===== config.mk =====
export PLATFORM = sky130hd
export DESIGN_NAME = mem_port_arbiter
export DESIGN_NICKNAME = d
export VERILOG_FILES = /design/src/rtl/mem_port_arbiter.sv
export SDC_FILE = /design/constraint.sdc
export NUM_CORES = 1
export LEC_CHECK = 0
export ABC_AREA = 1
export CORE_AREA = 2 2 108 110
export CTS_BUF_LIST = sky130_fd_sc_hd__clkbuf_8
export CTS_CLUSTER_SIZE = 30
export DETAILED_ROUTE_END_ITERATION = 6
export DIE_AREA = 0 0 110 112
export GPL_TIMING_DRIVEN = 1
export RECOVER_POWER = 25
export SYNTH_ARGS = -nofsm -noshare
export SYNTH_HDL_FRONTEND = slang
export SYNTH_SLANG_ARGS = --single-unit

===== constraint.sdc =====
create_clock -name clk -period 2.03 [get_ports clk]
set_input_delay 0.3045 -clock clk [delete_from_list [all_inputs] [get_ports clk]]
set_output_delay 0.3045 -clock clk [all_outputs]
set_load 0.01 [all_outputs]

===== src/rtl/mem_port_arbiter.sv =====
// mem_port_arbiter: shares one single-port memory between fetch and data requesters,
// one transaction in flight, with flush dropping, starvation bound and response timeout.
module mem_port_arbiter #(
    parameter int XLEN       = 32,
    parameter int STARVE_MAX = 4,
    parameter int TIMEOUT    = 255
) (
    input  logic            clk,
    input  logic            rst,
    input  logic            if_req,
    input  logic [XLEN-1:0] if_addr,
    input  logic            if_flush,
    output logic            if_valid,
    output logic [XLEN-1:0] if_rdata,
    input  logic            dm_req,
    input  logic            dm_wr,
    input  logic [XLEN-1:0] dm_addr,
    input  logic [XLEN-1:0] dm_wdata,
    input  logic [3:0]      dm_byte,
    output logic            dm_valid,
    output logic [XLEN-1:0] dm_rdata,
    output logic            mem_req,
    output logic            mem_wr,
    output logic [XLEN-1:0] mem_addr,
    output logic [XLEN-1:0] mem_wdata,
    output logic [3:0]      mem_byte,
    input  logic            mem_gnt,
    input  logic            mem_rvalid,
    input  logic [XLEN-1:0] mem_rdata,
    output logic            stall_if,
    output logic            stall_mem,
    output logic            err
);
    typedef enum logic [1:0] {IDLE, WAIT_IF, WAIT_DM} state_t;
    localparam int SW = $clog2(STARVE_MAX + 1);
    localparam int TW = $clog2(TIMEOUT + 1);
    state_t        state;
    logic          drop;
    logic [SW-1:0] starve_cnt;
    logic [TW-1:0] tmo_cnt;
    logic          idle, if_force, dm_win, if_win, xfer, tmo;
    assign idle      = state == IDLE;
    assign if_force  = if_req && starve_cnt == SW'(STARVE_MAX);
    assign dm_win    = idle && dm_req && !if_force;
    assign if_win    = idle && if_req && !dm_win;
    assign mem_req   = !rst && (dm_win || if_win);
    assign mem_wr    = dm_win && dm_wr;
    assign mem_addr  = dm_win ? dm_addr : if_addr;
    assign mem_wdata = dm_win ? dm_wdata : '0;
    assign mem_byte  = dm_win ? dm_byte : 4'b1111;
    assign xfer      = mem_req && mem_gnt;
    // last silent WAIT cycle before the abort
    assign tmo       = !idle && !mem_rvalid && tmo_cnt == TW'(TIMEOUT - 1);
    assign if_valid  = !rst && state == WAIT_IF && mem_rvalid && !drop && !if_flush;
    assign dm_valid  = !rst && state == WAIT_DM && mem_rvalid;
    assign if_rdata  = mem_rdata;
    assign dm_rdata  = mem_rdata;
    assign stall_if  = !rst && if_req && !if_valid;
    assign stall_mem = !rst && dm_req && !dm_valid;
    always_ff @(posedge clk) begin
        if (rst) begin
            state      <= IDLE;
            drop       <= 1'b0;
            starve_cnt <= '0;
            tmo_cnt    <= '0;
            err        <= 1'b0;
        end else begin
            err <= tmo;
            case (state)
                IDLE: begin
                    tmo_cnt <= '0;
                    drop    <= 1'b0;
                    if (xfer)
                        state <= dm_win ? WAIT_DM : WAIT_IF;
                    if ((xfer && if_win) || !if_req)
                        starve_cnt <= '0;
                    else if (xfer && dm_win && starve_cnt != SW'(STARVE_MAX))
                        starve_cnt <= starve_cnt + 1'b1;
                end
                default: begin
                    if (mem_rvalid || tmo) begin
                        state <= IDLE;
                        drop  <= 1'b0;
                    end else begin
                        tmo_cnt <= tmo_cnt + 1'b1;
                        if (state == WAIT_IF && if_flush)
                            drop <= 1'b1;
                    end
                end
            endcase
        end
    end
endmodule


# Yosys cells after proc, flatten, opt, wreduce, memory -nomap -nowiden
# Cells that the tools add are included.
# word_totals
output_inout_bits,139
input_bits,140
ff_bits,15
word_cells,66
# op_classes
n_reduce_logical,44
add_sub_neg,2
n_eq_ne,6
n_mux,9
# ops
cell,n
32-bit 2-to-1 mux,2
1-bit logical AND,24
1-bit logical NOT,10
8-bit by 1-bit adder with 8-bit output (second input constant),1
8-bit equality test (second input constant),1
2-bit 2-to-1 mux,4
3-bit 2-to-1 mux,2
4-bit 2-to-1 mux,1
2-bit AND reduction,2
2-bit nonzero test,2
3-bit by 1-bit adder with 3-bit output (second input constant),1
3-bit equality test (second input constant),1
1-bit logical OR,3
3-bit inequality test (second input constant),1
3-bit OR reduction,1
2-bit by 1-bit equality test with 1-bit output (second input constant),1
2-bit equality test (second input constant),1
2-bit logical NOT,1
2-bit by 1-bit inequality test with 1-bit output (second input constant),1
2-bit OR reduction,1

# Depth between registers and ports, before layout
# Gate-level depths: netlist of run 1.
# depth
word_depth,13
mapped_depth,10
depth_no_buf,10

# Worst setup path before layout of run 1
# No wires, ideal clock.
# synth_path
path_type,flip-flop to output port
start,reg starve_cnt[0]
end,out mem_wdata[21]
stages_incl_launch_ff,8
t_required_ps,1725
path_slack_ps,392
path_buffers,2
arrival_ps,1334
cell_sequence,dfxtp_1 -> inv_1 -> ha_1 -> nand3_1 -> nand3_2 -> buf_2 -> buf_2 -> nor2_1
# synth_via
elab_chain_len,5
# synth_rtl
element,line_no,rtl
from (decl),39,logic [SW-1:0] starve_cnt;
from (signal assigned),78,starve_cnt <= starve_cnt + 1'b1;
3-bit equality test,43,assign if_force = if_req && starve_cnt == SW'(STARVE_MAX);
1-bit logical AND,43,
1-bit logical NOT,44,assign dm_win = idle && dm_req && !if_force;
1-bit logical AND,44,
32-bit 2-to-1 mux,49,assign mem_wdata = dm_win ? dm_wdata : '0;
to (decl),25,"output logic [XLEN-1:0] mem_wdata,"
# No other way between the ends.

# Worst setup path in the final report of run 1
# layout_path
start,reg starve_cnt[0]
end,out mem_addr[21]
# layout_via
elab_chain_len,5
# layout_rtl
element,line_no,rtl
3-bit equality test,43,
1-bit logical AND,43,
1-bit logical NOT,44,
1-bit logical AND,44,
32-bit 2-to-1 mux,48,assign mem_addr = dm_win ? dm_addr : if_addr;
to (decl),24,"output logic [XLEN-1:0] mem_addr,"
# No other way between the ends.

==> reports/metrics.csv, run 1 <==
stage;metric;value;unit
floorplan;chip width;110;µm
floorplan;row cnt;39;
synthesis;Synth Area in Simple Gates;41.5;%
sta;Worst-Margin Slew;0.292;ns
setup_path;Largest delay share family, worst path;buffers and inverters;
sta;min Tclk post-route;1.97;ns
floorplan;core area;11200;µm²
synthesis;Synth area leader;buf_4;
detailed_routing;routed vias;2575;
finish;fin cells;642;
setup_path;Critical Path Start Type;flop;
synthesis;adder-cell share of the synthesized area;2.45;%
setup_path;CP endpoint kind;output pin;
synthesis;most common cell in the netlist;nand2_1;
outcome;status;finished, final reports clean;
synthesis;Synth top cells by count;123 x nand2_1, 64 x buf_4, 46 x nor2_1, 44 x inv_1, 15 x dfxtp_1;
synthesis;Post-Synthesis Cell Area;2040;µm²
sta;Final setup viols;0;
floorplan;Initial Util;18.3;%
finish;share of layout cells above drive strength 1;27.5;%
detailed_routing;DRT Wirelength;10.8;mm
finish;Ant. Diodes;0;
min_path;path type of the worst min-delay path;reg -> reg;
synthesis;syn_nets;502;
synthesis;Post-Synth XOR/XNOR Area;3.00;%
sta;RSZ-0062 raised after global routing;yes;
grt;total track usage;16.0;%
synthesis;Cells after Synth;358;
synthesis;multiplexer share of the synthesized area;0;%
finish;fillcell total;1251;
clock_tree;Clk pin slew, worst setup/hold paths;0.06;ns
setup_path;Worst Path Max Fanout;7;
grt;met3 usage;9.72;%
synthesis;Netlist cell types;23;
setup_path;Critical Path AT;1.67;ns
detailed_routing;Remaining DRCs;0;
setup_path;critical-path cell list;inv_2 > ha_4 > nand3_4 > nand3_4 > buf_8 > buf_8 > buf_16 > nand2_2 > nand2_1 > buf_2;
run;Max Cap Viol;0;
pwr;Peak VDD IR;0.519;mV
detailed_routing;ANT nets after route;0;
floorplan;Ports;279;
sta;relative slew slack;80.5;%
pwr;Pleak;2.00;nW
finish;area occupied by multi-input gates;1170;µm²
setup_path;slowest stage cell, crit path;dfxtp_2;
grt;GR peak layer;met2;
sta;max-slew violation count;0;
clock_tree;cts bufs inserted;3;
synthesis;Synth top area share;23.5;%
synthesis;warnings from Yosys;0;
pwr;Final Total Pwr;1.57;mW
sta;Max Freq;506;MHz
synthesis;Main synth FF type;dfxtp_1;
synthesis;Yosys reg bits;15;
setup_path;WP depth;10;
place;hpwl dp;8.79;mm
setup_path;max incr delay on CP;0.34;ns
grt;GR Overflow Total;0;
setup_path;worst setup path class;reg -> out;
clock_tree;CTS hold repair buffers;0;
synthesis;largest family of logic cells by synthesized area;simple AND/OR/NAND/NOR gates;
synthesis;number of synthesized flops with an enable pin;0;
setup_path;crit path buf inv count;5;
clock_tree;clock latency on the worst-skew pair;0.24;ns
clock_tree;root buffer cell;clkbuf_8;
clock_tree;CTS H-tree depth;1;
detailed_routing;WL/cell;16.7;µm
clock_tree;CTS tree;done;
finish;final instance area;3820;µm²
grt;met2 usage;26.7;%
grt;vias in the first global route;2576;
detailed_routing;vias per cell;4.01;
finish;FF+latch area;307;µm²
sta;final hold violations;0;
sta;Setup WS post-layout;0.0554;ns
place;GP Congestion;0.786;
finish;P&R area growth vs syn;87.2;%
synthesis;Post-Syn Area per Cell;5.70;µm²
detailed_routing;DR pass1 iterations;4;
grt;GRT met1 Usage;18.0;%
setup_path;WP data required;1.73;ns
pwr;power density cells;412;nW/µm²
place;Post-Place Cells;632;
grt;first-pass GRT wire length;14.9;mm
detailed_routing;initial DRC count;85;
floorplan;full die area;12300;µm²
place;DP Worst Slack;-0.336;ns
clock_tree;Max Buffers Root-to-Sink;2;
synthesis;async set-or-reset flop fraction in the synthesized netlist;0;%
place;I/O Buffers;182;
floorplan;DIE HEIGHT;112;µm
synthesis;Seq/Total Area, Yosys;14.7;%
grt;initial antenna violation count;0;
sta;Final Cycle Share;97.3;%
finish;final layout net count;644;
synthesis;Synth Area in Compound Gates;4.17;%
setup_path;Reg2Reg Depth;10;
min_path;Hold Crit Depth;2;
place;Placement Cell Area;3740;µm²
clock_tree;# clock sinks;15;
synthesis;Synth area leaders;buf_4 24%, nand2_1 23%, dfxtp_1 15%;
grt;pin count of the biggest net entering global routing;17;
sta;skew final;0.00199;ns
layout make-up:
class | count | share of cell area (%)
timing repair buffer | 211 | 50.8
clock buffer | 3 | 1.08
inverter | 46 | 4.59
sequential | 15 | 8.02
multi-input combinational | 223 | 30.7
tap | 143 | 4.68
clock inverter | 1 | 0.0983
path summary, 6_finish.rpt:
| kind | from | endpoint | slack, ns |
|---|---|---|---|
| worst max-delay path | starve_cnt[0] | mem_addr[21] | 0.06 |
| worst min-delay path | tmo_cnt[0] | tmo_cnt[0] | 0.49 |
| worst max register to register | state[1] | starve_cnt[1] | 0.50 |
| worst min register to register | tmo_cnt[0] | tmo_cnt[0] | 0.49 |
worst reg2reg max path: stages, from the launching register on:
cell and delay (ns):
dfxtp_1 0.36, nor2_8 0.14, buf_4 0.17, nand2_2 0.10
nor2_8 0.09, buf_4 0.14, nand3_4 0.10, nand3_4 0.11
nand2_2 0.06, nor2_1 0.10, nor2_1 0.05
logic make-up after synthesis:
group,count (synthesis)
and+or+nand+nor,196
DFF,15
AOI/OAI and AO/OA,16
xor gates and xnor gates,7
buffers and inverters,120
adders and majority gates,4
routing by layer:
metal | vias to the layer above | wire, µm
met4 | 0 | 82
met3 | 10 | 1700
li1 | 1277 | -
met1 | 1126 | 3920
met5 | - | 0
met2 | 162 | 5060
layout by cell type, fill, tap and decap left out, drive strengths merged, types with 2 or more instances in the layout:
cell,instances
nand2,126
clkdlybuf4s50,108
buf,86
nor2,48
inv,47
dfxtp,15
a21oi,14
nand3,12
dlygate4sd2,10
clkbuf,6
xor2,4
or2,4
ha,4
nor3,3
xnor2,3
nand4,2
dlymetal6s2s,2
clkdlybuf4s15,2
sequential cells by signal (all words and copies together), names as in the netlist:
signal / count
drop: 1
err: 1
starve_cnt: 3
state: 2
tmo_cnt: 8
report_power, final:
| part | switching [mW] | internal (mW) |
|---|---|---|
| registers | 0.0126 | 0.306 |
| clock network | 0.0998 | 0.134 |
| logic | 0.467 | 0.555 |
stage by stage:
stage                     utilization, %  setup TNS, ns  hold slack [ns]
after global routing                34.2         -0.351            0.516
final                               34.2              0            0.488
after floorplan                        -              0            0.374
after CTS                           33.0        -0.0151            0.493
after detailed placement            33.5         -17.69            0.484
after global placement              33.5         -17.54            0.473
repair_timing:
action,CTS,global route
buffers inserted,2,1
gates resized for setup,261,61
endpoints found under the setup margin,72,60
gates cloned,3,1
pin swaps,2,9
Note: power is estimated with default switching activity, not from simulation.
==> inputs of run 2 (changes only) <==
--- a/config.mk
+++ b/config.mk
@@ -12,6 +12,7 @@
 export DETAILED_ROUTE_END_ITERATION = 6
 export DIE_AREA = 0 0 110 112
 export GPL_TIMING_DRIVEN = 1
+export HOLD_SLACK_MARGIN = 0.05
 export RECOVER_POWER = 25
 export SYNTH_ARGS = -nofsm -noshare
 export SYNTH_HDL_FRONTEND = slang
==> results of run 2 <==
No change in the layout: final DEF, timing and power equal those of run 1.
==> inputs of run 3 (changes only) <==
--- a/config.mk
+++ b/config.mk
@@ -13,6 +13,7 @@
 export DIE_AREA = 0 0 110 112
 export GPL_TIMING_DRIVEN = 1
 export HOLD_SLACK_MARGIN = 0.05
+export PLACE_DENSITY = 0.74
 export RECOVER_POWER = 25
 export SYNTH_ARGS = -nofsm -noshare
 export SYNTH_HDL_FRONTEND = slang
==> run 3 against run 2 <==
Setup slack got worse by 0.015 ns. Register-to-register slack got worse by 0.06 ns. Maximum frequency decreased by 0.75%. Critical path depth decreased by 2. Die area unchanged. Critical path type is now in -> out. Clock skew about the same. First-iteration DRC count decreased by 39%. Routed wire length decreased by 11%. Sequential cell count unchanged. Largest power group unchanged. Critical endpoint unchanged. Hold slack got worse by 0.031 ns. Highest routed layer unchanged. Sequential share of layout area decreased by 0.63 points. Design area increased by 8.5%.
==> reports/metrics.csv, run 3 (same netlist as run 1, synthesis figures left out) <==
stage;metric;value;unit
outcome;status;finished, final reports clean;
pwr;internal power;1.10;mW
sta;Final setup viols;0;
finish;fin util;37.1;%
clock_tree;Max Buffers Root-to-Sink;2;
place;I/O Buffers;182;
run;Max Cap Viol;0;
detailed_routing;vias per cell;3.94;
min_path;hold path start;rst;
grt;GR Overflow Total;0;
clock_tree;clock latency on the worst-skew pair;0.25;ns
setup_path;CP endpoint kind;output pin;
pwr;share of power burned in the clock network;13.8;%
finish;commonest cells after routing, fill and taps aside;108 x clkdlybuf4s50_1, 78 x nand2_1, 42 x inv_1;
min_path;Hold Crit Depth;3;
finish;P&R area growth vs syn;103;%
pwr;Flop pwr share;18.5;%
detailed_routing;WL/cell;14.8;µm
floorplan;full die area;12300;µm²
floorplan;row cnt;39;
floorplan;Initial Util;18.3;%
setup_path;Worst Path Max Fanout;5;
sta;Worst-Margin Slew;0.307;ns
setup_path;worst setup path class;in -> out;
finish;max reg flops;8;
sta;max-slew violation count;0;
floorplan;core area;11200;µm²
setup_path;slowest stage cell, crit path;clkdlybuf4s50_1;
detailed_routing;initial DRC count;52;
sta;final hold violations;0;
pwr;Logic pwr share;67.8;%
sta;RSZ-0062 raised after global routing;yes;
place;GP Congestion;0.788;
sta;setup TNS;0;ns
sta;Final Cycle Share;98.0;%
pwr;Peak VDD IR;0.307;mV
grt;first-pass GRT wire length;13.0;mm
pwr;Psw;0.621;mW
detailed_routing;Remaining DRCs;0;
grt;vias in the first global route;2269;
setup_path;Critical Path Start Type;primary input;
detailed_routing;ANT nets after route;0;
finish;final layout net count;653;
clock_tree;Clk pin slew, worst setup/hold paths;0.06;ns
min_path;hold path endpoint;state[0];
min_path;path type of the worst min-delay path;in -> reg;
setup_path;critical-path cell list;clkdlybuf4s50_1 > nand3_4 > buf_6 > buf_12 > clkbuf_16 > nand2_2 > nand2_1 > buf_2;
floorplan;chip width;110;µm
floorplan;DIE HEIGHT;112;µm
finish;Largest regs;tmo_cnt x8, starve_cnt x3, state x2;
clock_tree;cts bufs inserted;3;
setup_path;R2R Path End;starve_cnt[0];
sta;relative slew slack;79.5;%
pwr;power density cells;415;nW/µm²
finish;share of layout cells above drive strength 1;35.8;%
finish;Top reg by flops;tmo_cnt;
clock_tree;# clock sinks;15;
detailed_routing;DRT Wirelength;9.62;mm
sta;skew final;0.00205;ns
sta;Max Freq;503;MHz
setup_path;crit path buf inv count;5;
clock_tree;CTS H-tree depth;1;
grt;total track usage;13.6;%
setup_path;Critical Path AT;1.68;ns
pwr;Pleak;2.14;nW
grt;initial antenna violation count;0;
setup_path;WP data required;1.73;ns
clock_tree;CTS tree;done;
setup_path;Reg2Reg Depth;10;
detailed_routing;routed vias;2565;
sta;min Tclk post-route;1.99;ns
detailed_routing;DR pass1 iterations;4;
clock_tree;root buffer cell;clkbuf_8;
grt;pin count of the biggest net entering global routing;26;
finish;Ant. Diodes;0;
setup_path;r2r startpoint;starve_cnt[0];
setup_path;setup slack, reg-to-reg;0.44;ns
pwr;Switching Share;36.1;%
floorplan;Ports;279;
setup_path;max incr delay on CP;0.53;ns
setup_path;Largest delay share family, worst path;buffers and inverters;
finish;commonest non-fill, non-tap cell in the layout;clkdlybuf4s50_1;
place;hpwl dp;6.77;mm
==> run 3: cell count changes in the layout (fill, tap and decap cells not counted), moves of 3 or more <==
cell / delta
buf_2: -21
buf_4: +3
buf_6: +7
clkbuf_2: +19
clkdlybuf4s15_1: +3
dlygate4sd2_1: -5
nand2_1: -32
nand2_2: +18
nand2_4: +14
nor2_2: +6
nor2_4: -4
==> run 3: timing repair <==
| action | CTS | global route |
|---|---|---|
| pin swaps | 3 | 25 |
| endpoints found under the setup margin | 71 | 52 |
| hold buffers | 0 | 0 |
| setup buffers | 9 | 3 |
| cloned | 6 | 3 |
| gates resized for setup | 222 | 140 |
| hold endpoints to repair | 0 | 0 |
==> run 3: worst max path at each step <==
stage          depth (start not counted)  slack [ns]            end          start
2_1_floorplan                          7        0.39  mem_wdata[21]  starve_cnt[0]
3_3_place_gp                           8       -0.26   mem_addr[28]         if_req
3_5_place_dp                           8       -0.31   mem_addr[28]         if_req
4_1_cts                               11       -0.12    mem_addr[7]  starve_cnt[1]
5_1_grt                               10       -0.05   mem_addr[15]  starve_cnt[1]
6_report                               8        0.04   mem_addr[21]         dm_req
==> run 3: metal layers <==
layer  vias to the layer above  track usage [%]  wire length, µm
li1                       1307                -                -
met1                      1089             15.9             3580
met4                         0             2.28               72
met5                         -                0                0
met2                       163             22.9             4690
met3                         6             6.09             1280
==> run 3: through the flow <==
stage	worst slack [ns]	hold slack [ns]	area, µm²	power (mW)	std cells
after floorplan	0.392	0.374	2040	0.787	358
after global placement	-0.263	0.475	3690	1.26	627
after detailed placement	-0.313	0.485	3690	1.26	627
after CTS	-0.121	0.494	3840	1.58	646
after global routing	-0.0460	0.452	4150	1.84	651
final	0.0406	0.457	4150	1.72	651
==> run 3: worst register-to-register path, cell delays in order (launching register included) <==
cell and delay [ns]:
dfxtp_2 0.33, inv_2 0.05, ha_4 0.16, nand3_4 0.07, nand3_4 0.13, buf_6 0.16
buf_12 0.15, nand3_4 0.12, nand3_4 0.11, a21oi_1 0.15, nor2_1 0.06
==> run 3: final cells by class <==
| type | count | area (µm²) |
|---|---|---|
| clock buffers | 3 | 41.3 |
| clock inverters | 1 | 3.75 |
| repair buffers | 220 | 2130 |
| well taps | 143 | 179 |
| flip-flops and latches | 15 | 307 |
| multi-input cells | 223 | 1300 |
| inverters | 46 | 178 |
| fillers | 1183 | 7030 |
==> run 3: power groups by stage <==
stage	registers [mW]	logic [mW]	clock network [mW]
final	0.318	1.17	0.237
after global routing	0.319	1.26	0.264
after CTS	0.318	1.01	0.248
after detailed placement	0.322	0.941	0
after global placement	0.322	0.939	0
after floorplan	0.322	0.465	0
